==> src/rtl/fft_pkg.sv <==
// Shared FFT definitions: default widths, frame length and the sample loader
// state encoding. Imported by fft_sample_loader and the FFT core.
package fft_pkg;

  localparam int unsigned DATA_W_DEF = 16;
  localparam int unsigned ADDR_W_DEF = 5;
  localparam int unsigned N_POINTS   = 1 << ADDR_W_DEF;

  typedef enum logic [1:0] {
    LOAD_EVEN = 2'd0,
    LOAD_ODD  = 2'd1,
    WR_LAST   = 2'd2,
    FULL      = 2'd3
  } loader_state_e;

endpackage

==> src/rtl/fft_bitrev.sv <==
// Combinational W-bit address reversal, shared by the sample loader and the
// FFT core address generator.
//   addr_i  in   W  natural-order index
//   rev_o   out  W  bit-reversed index
module fft_bitrev #(
  parameter int unsigned W = 5
) (
  input  logic [W-1:0] addr_i,
  output logic [W-1:0] rev_o
);

  always_comb begin
    rev_o = '0;
    for (int unsigned i = 0; i < W; i++) begin
      rev_o[i] = addr_i[W-1-i];
    end
  end

endmodule

==> src/rtl/fft_sample_loader.sv <==
// FFT input stage: accepts complex samples on a valid/ready interface, pairs
// even/odd samples and writes both to the dual-port bank RAM in one cycle at
// bit-reversed addresses. Raises frame_full once N samples are stored and
// keeps the RAM ports idle until frame_release.
// Optional build macro: FFT_LOADER_SCALE_EN (arithmetic >>1 of each component).
// Ports:
//   clock, reset_n                 clock, async active-low reset
//   in_valid/in_ready/in_real/in_imag  sample input handshake and data
//   frame_restart, frame_release   sync control pulses
//   frame_full                     bank holds a complete frame
//   ram_A_*  / ram_B_*             port A (even sample) / port B (odd sample) writes
module fft_sample_loader
  import fft_pkg::*;
#(
  parameter int unsigned DATA_W = DATA_W_DEF,
  parameter int unsigned ADDR_W = $clog2(N_POINTS)
) (
  input  logic              clock,
  input  logic              reset_n,
  input  logic              in_valid,
  output logic              in_ready,
  input  logic [DATA_W-1:0] in_real,
  input  logic [DATA_W-1:0] in_imag,
  input  logic              frame_restart,
  input  logic              frame_release,
  output logic              frame_full,
  output logic              ram_A_en,
  output logic [ADDR_W-1:0] ram_A_addr,
  output logic [DATA_W-1:0] ram_A_dataR,
  output logic [DATA_W-1:0] ram_A_dataC,
  output logic              ram_B_en,
  output logic [ADDR_W-1:0] ram_B_addr,
  output logic [DATA_W-1:0] ram_B_dataR,
  output logic [DATA_W-1:0] ram_B_dataC
);

  localparam int unsigned     K_W    = ADDR_W - 1;
  localparam logic [K_W-1:0]  K_ONE  = K_W'(1);
  localparam logic [K_W-1:0]  K_LAST = '1;

  loader_state_e     state_q, state_d;
  logic [K_W-1:0]    k_q, k_d;
  logic              full_q, full_d;
  logic [DATA_W-1:0] hold_r_q, hold_i_q;
  logic              a_en_q, b_en_q;
  logic [ADDR_W-1:0] a_addr_q, b_addr_q;
  logic [DATA_W-1:0] a_r_q, a_i_q, b_r_q, b_i_q;
  logic              accept, latch_even, pair_wr;
  logic [ADDR_W-1:0] rev_even;

  function automatic logic [DATA_W-1:0] scale(input logic [DATA_W-1:0] x);
`ifdef FFT_LOADER_SCALE_EN
    return {x[DATA_W-1], x[DATA_W-1:1]};
`else
    return x;
`endif
  endfunction

  fft_bitrev #(.W(ADDR_W)) u_bitrev (
    .addr_i ({k_q, 1'b0}),
    .rev_o  (rev_even)
  );

  // State register (pair counter and frame_full travel with the state)
  always_ff @(posedge clock or negedge reset_n) begin
    if (!reset_n) begin
      state_q <= LOAD_EVEN;
      k_q     <= '0;
      full_q  <= 1'b0;
    end else begin
      state_q <= state_d;
      k_q     <= k_d;
      full_q  <= full_d;
    end
  end

  // Next-state logic; restart overrides every other event
  always_comb begin
    state_d = state_q;
    k_d     = k_q;
    full_d  = full_q;
    if (frame_restart) begin
      state_d = LOAD_EVEN;
      k_d     = '0;
      full_d  = 1'b0;
    end else begin
      case (state_q)
        LOAD_EVEN: if (accept) state_d = LOAD_ODD;
        LOAD_ODD: if (accept) begin
          k_d     = k_q + K_ONE;
          state_d = (k_q == K_LAST) ? WR_LAST : LOAD_EVEN;
        end
        WR_LAST: begin
          state_d = FULL;
          full_d  = 1'b1;
        end
        FULL: if (frame_release) begin
          state_d = LOAD_EVEN;
          k_d     = '0;
          full_d  = 1'b0;
        end
        default: state_d = LOAD_EVEN;
      endcase
    end
  end

  // Output decode
  always_comb begin
    in_ready   = (state_q == LOAD_EVEN) || (state_q == LOAD_ODD);
    accept     = in_valid & in_ready;
    latch_even = accept & (state_q == LOAD_EVEN) & ~frame_restart;
    pair_wr    = accept & (state_q == LOAD_ODD) & ~frame_restart;
  end

  // Holding register and registered RAM write ports. Enables self-clear so a
  // pair write already launched finishes its single cycle even on restart.
  always_ff @(posedge clock or negedge reset_n) begin
    if (!reset_n) begin
      hold_r_q <= '0;
      hold_i_q <= '0;
      a_en_q   <= 1'b0;
      b_en_q   <= 1'b0;
      a_addr_q <= '0;
      b_addr_q <= '0;
      a_r_q    <= '0;
      a_i_q    <= '0;
      b_r_q    <= '0;
      b_i_q    <= '0;
    end else begin
      a_en_q <= pair_wr;
      b_en_q <= pair_wr;
      if (latch_even) begin
        hold_r_q <= scale(in_real);
        hold_i_q <= scale(in_imag);
      end else if (frame_restart) begin
        hold_r_q <= '0;
        hold_i_q <= '0;
      end
      if (pair_wr) begin
        a_addr_q <= rev_even;
        a_r_q    <= hold_r_q;
        a_i_q    <= hold_i_q;
        b_addr_q <= rev_even | {1'b1, {(ADDR_W-1){1'b0}}};
        b_r_q    <= scale(in_real);
        b_i_q    <= scale(in_imag);
      end
    end
  end

  assign frame_full  = full_q;
  assign ram_A_en    = a_en_q;
  assign ram_A_addr  = a_addr_q;
  assign ram_A_dataR = a_r_q;
  assign ram_A_dataC = a_i_q;
  assign ram_B_en    = b_en_q;
  assign ram_B_addr  = b_addr_q;
  assign ram_B_dataR = b_r_q;
  assign ram_B_dataC = b_i_q;

endmodule

==> config.mk <==
export PLATFORM = sky130hd
export DESIGN_NAME = fft_sample_loader
export DESIGN_NICKNAME = d
export VERILOG_FILES = /design/src/rtl/fft_pkg.sv /design/src/rtl/fft_bitrev.sv /design/src/rtl/fft_sample_loader.sv
export SDC_FILE = /design/constraint.sdc
export NUM_CORES = 1
export LEC_CHECK = 0
export CORE_AREA = 2 2 97 99
export CTS_CLUSTER_SIZE = 30
export DETAILED_ROUTE_END_ITERATION = 12
export DIE_AREA = 0 0 99 101
export PLACE_DENSITY = 0.79
export SYNTH_ARGS = -nofsm -noshare
export SYNTH_HDL_FRONTEND = slang
export SYNTH_HIERARCHICAL = 1
export SYNTH_SLANG_ARGS = --single-unit
==> constraint.sdc <==
create_clock -name clock -period 1.76 [get_ports clock]
set_input_delay 0.528 -clock clock [delete_from_list [all_inputs] [get_ports clock]]
set_output_delay 0.528 -clock clock [all_outputs]
set_load 0.005 [all_outputs]
==> flow_metrics.tcl <==
set metrics [dict create \
    outcome "finished clean" \
    grt-ovfl-total 0 \
    final_common_cell "dfrtp_1" \
    synth_nets 304 \
    cts.sinks 110 \
    muxShareOfSynthArea_pct 18.9 \
    start_util_pct 46.9 \
    antenna_found_initial 0 \
    path_clk_slew_ps 100 \
    wl_per_cell_um 18.1 \
    met3_usage_pct 4.16 \
    grt_max_degree 53 \
    synth-compound-area-share_pct 8.49 \
    die-area_um2 10000 \
    hold_class "input pin to async pin" \
    pre_cts_ws_ps -505 \
    worstReg2RegStart "state_q[1]" \
    use_met1_pct 23.7 \
    synth_xor_area_share_pct 0 \
    tritoncts "built" \
    ioPinCount 115 \
    irDropWorstVdd_mv 0.667 \
    drv_slew 0 \
    p_int_w 0.00447 \
    clk_path_buf_depth 2 \
    clkPwrFrac_pct 26.5 \
    p_sw_w 0.00140 \
    cp.required_ps 2000 \
    synthCells 266 \
    met2_usage_pct 32.0 \
    worstSetupPathType "register to register" \
    power_density_nw_per_um2 964 \
    remaining_drc_errors 0 \
    cp.arrival_ps 1960 \
    ys_warn_count 6 \
    finalPower_w 0.00587 \
    timing.fmax_mhz 580 \
    n_fill_cell 623 \
    cp-start-kind "register" \
    ys_seq_area_share_pct 65.3 \
    wirelength_um 9350 \
    routed_via_density 5.18 \
    synth_fa_ha_area_share_pct 0.297 \
    worst_slack_ps 36.1 \
    relSlewSlack_pct 62.1 \
    reg2reg_slack_ps 40 \
    place.gp.congestion 0.701 \
    final_cell_mix "dfrtp_1 (110), dlygate4sd2_1 (56), mux2_2 (44)" \
    critPathSlowestCell "dfrtp_1" \
    critPathMaxStageDelay_ps 400 \
    worst-path-max-fanout 8 \
    synth_seq_cells 110 \
    rsz0062_at_grt "yes" \
    area_delta_synth_final_pct 44.5 \
    seqPwrFrac_pct 52.1 \
    syn_avg_cell_area_um2 15.8 \
    vias 2680 \
    finalSetupTns_ps 0 \
    cts_buffers 9 \
    period_share_pct 98.0 \
    io_buffer_count 114 \
    power_frac_comb_pct 21.4 \
    synth_top_family_by_area "multiplexers" \
    coreArea_um2 8980 \
    synth_ff_type "dfrtp_1" \
    yosys.area_share.simple_pct 1.87 \
    worst_hold_slack_ps 50.9 \
    grt_pass1_wl_um 14600 \
    design_area_um2 6090 \
    rows 35 \
    htreeDepth 3 \
    nets 440 \
    async_flop_share_pct 100 \
    hold_viol_final 0 \
    first_iter_violations 120 \
    top_usage_layer "met2" \
    dr.pass1.iters 4 \
    swShare_pct 23.8 \
    clk_latency_ps 350 \
    cp-end-kind "register" \
    worstMarginPinSlew_ps 569 \
    synthDistinctLibCells 27 \
    fp.dieW_um 99 \
    drive_above_1_share_pct 31.8 \
    crit_chain "buf_6 -> nor4bb_4 -> buf_4 -> buf_12 -> clkbuf_16 -> mux2_2" \
    final-setup-viol-count 0 \
    post-route-min-period_ps 1720 \
    diodes 0 \
    dieHeight_um 101 \
    drv_cap 0 \
    p_leak_nw 3.21 \
    synth_edf_count 0 \
    finalClockSkew_ps 9.90 \
    place_area_um2 5550 \
    grt_pass1_vias 2823 \
    r2r-end "ram_A_dataC[14]" \
    dpl.hpwl_um 6100 \
    cts_root_buffer "clkbuf_8" \
    grt_use_total_pct 18.7 \
    drtAntennaViolNets 0 \
    reg2reg_depth 6 \
    synth_area_um2 4210 \
]
-- per-layer routing --
metal | up-vias | wire length, um | part of all wire (%)
li1 | 1220 | - | -
met1 | 1383 | 4080 | 44
met2 | 70 | 4760 | 51
met3 | 7 | 424 | 4.5
met4 | 0 | 86 | 0.92
met5 | - | 0 | 0
-- critical path: cells and delay by family (launching register included) --
kind	cells	cell delay [ps]
buf+inv	4	650
flops	1	400
mux	1	320
simple gates	1	240
-- metrics by stage --
| step | instances | util (%) |
|---|---|---|
| 5_1_grt | 517 | 67.8 |
| 4_1_cts | 508 | 64.3 |
| 3_3_place_gp | 484 | 61.8 |
| 3_5_place_dp | 484 | 61.8 |
| 2_1_floorplan | 266 | - |
| 6_report | 517 | 67.8 |
-- power groups by stage --
| stage | registers [W] | clock network [W] | logic (W) |
|---|---|---|---|
| CTS | 0.00306 | 0.00160 | 0.00120 |
| global route | 0.00310 | 0.00169 | 0.00136 |
| detailed placement | 0.00312 | 0 | 0.00130 |
| floorplan | 0.00312 | 0 | 0.000399 |
| finish | 0.00306 | 0.00155 | 0.00126 |
| global placement | 0.00309 | 0 | 0.00127 |
-- synthesized netlist by cell type (2+ instances only) --
cell / instances / area share, %
buf_4: 11 / 2.0
mux2_2: 70 / 19
nor2_1: 2 / 0.18
or3_1: 2 / 0.30
a21oi_1: 2 / 0.24
buf_6: 7 / 1.9
nand2_1: 3 / 0.27
buf_2: 7 / 0.83
inv_1: 2 / 0.18
o21ai_0: 2 / 0.24
a22o_1: 33 / 6.9
dfrtp_1: 110 / 65
-- cell type report --
type	count	area (um^2)	share of cell area, %
well taps	111	139	2.28
multi-input cells	129	1410	23.1
clock buffers	12	165	2.71
repair buffers	150	1570	25.8
flip-flops and latches	110	2750	45.2
inverters	2	7.51	0.123
clock inverters	3	42.5	0.699
-- cells by family after synthesis --
family / Yosys count
DFF: 110
muxes: 71
AOI/OAI and AO/OA: 43
buffers and inverters: 28
and+or+nand+nor: 12
adders and majority gates: 1
other: 1
-- worst max path at each step --
stage               startpoint         endpoint  depth (start not counted)
2_1_floorplan         in_valid   ram_B_dataC[0]                          4
6_report            state_q[1]  ram_A_dataC[14]                          6
3_3_place_gp     frame_restart      hold_i_q[6]                          4
4_1_cts        ram_B_dataR[11]  ram_B_dataR[11]                          1
5_1_grt             state_q[1]  ram_B_dataC[13]                          6
3_5_place_dp     frame_restart      hold_r_q[3]                          4
-- registers in the layout, summed over array words and instances, names as in the netlist --
signal       cells
k_q              4
ram_B_dataC     16
hold_i_q        16
hold_r_q        16
ram_A_dataC     16
frame_full       1
ram_B_addr       1
ram_A_addr       5
state_q          2
ram_B_dataR     16
ram_A_dataR     16
ram_B_en         1
-- what timing repair did --
item                                    CTS  global route
resized for setup                        59            52
hold buffers                              0             0
pin swaps                                 1             1
endpoints found under the setup margin  153            72
hold endpoints to repair                  0             0
setup buffers                             8             4
cloned                                    1             5
Note: power is estimated with default switching activity, not from simulation.
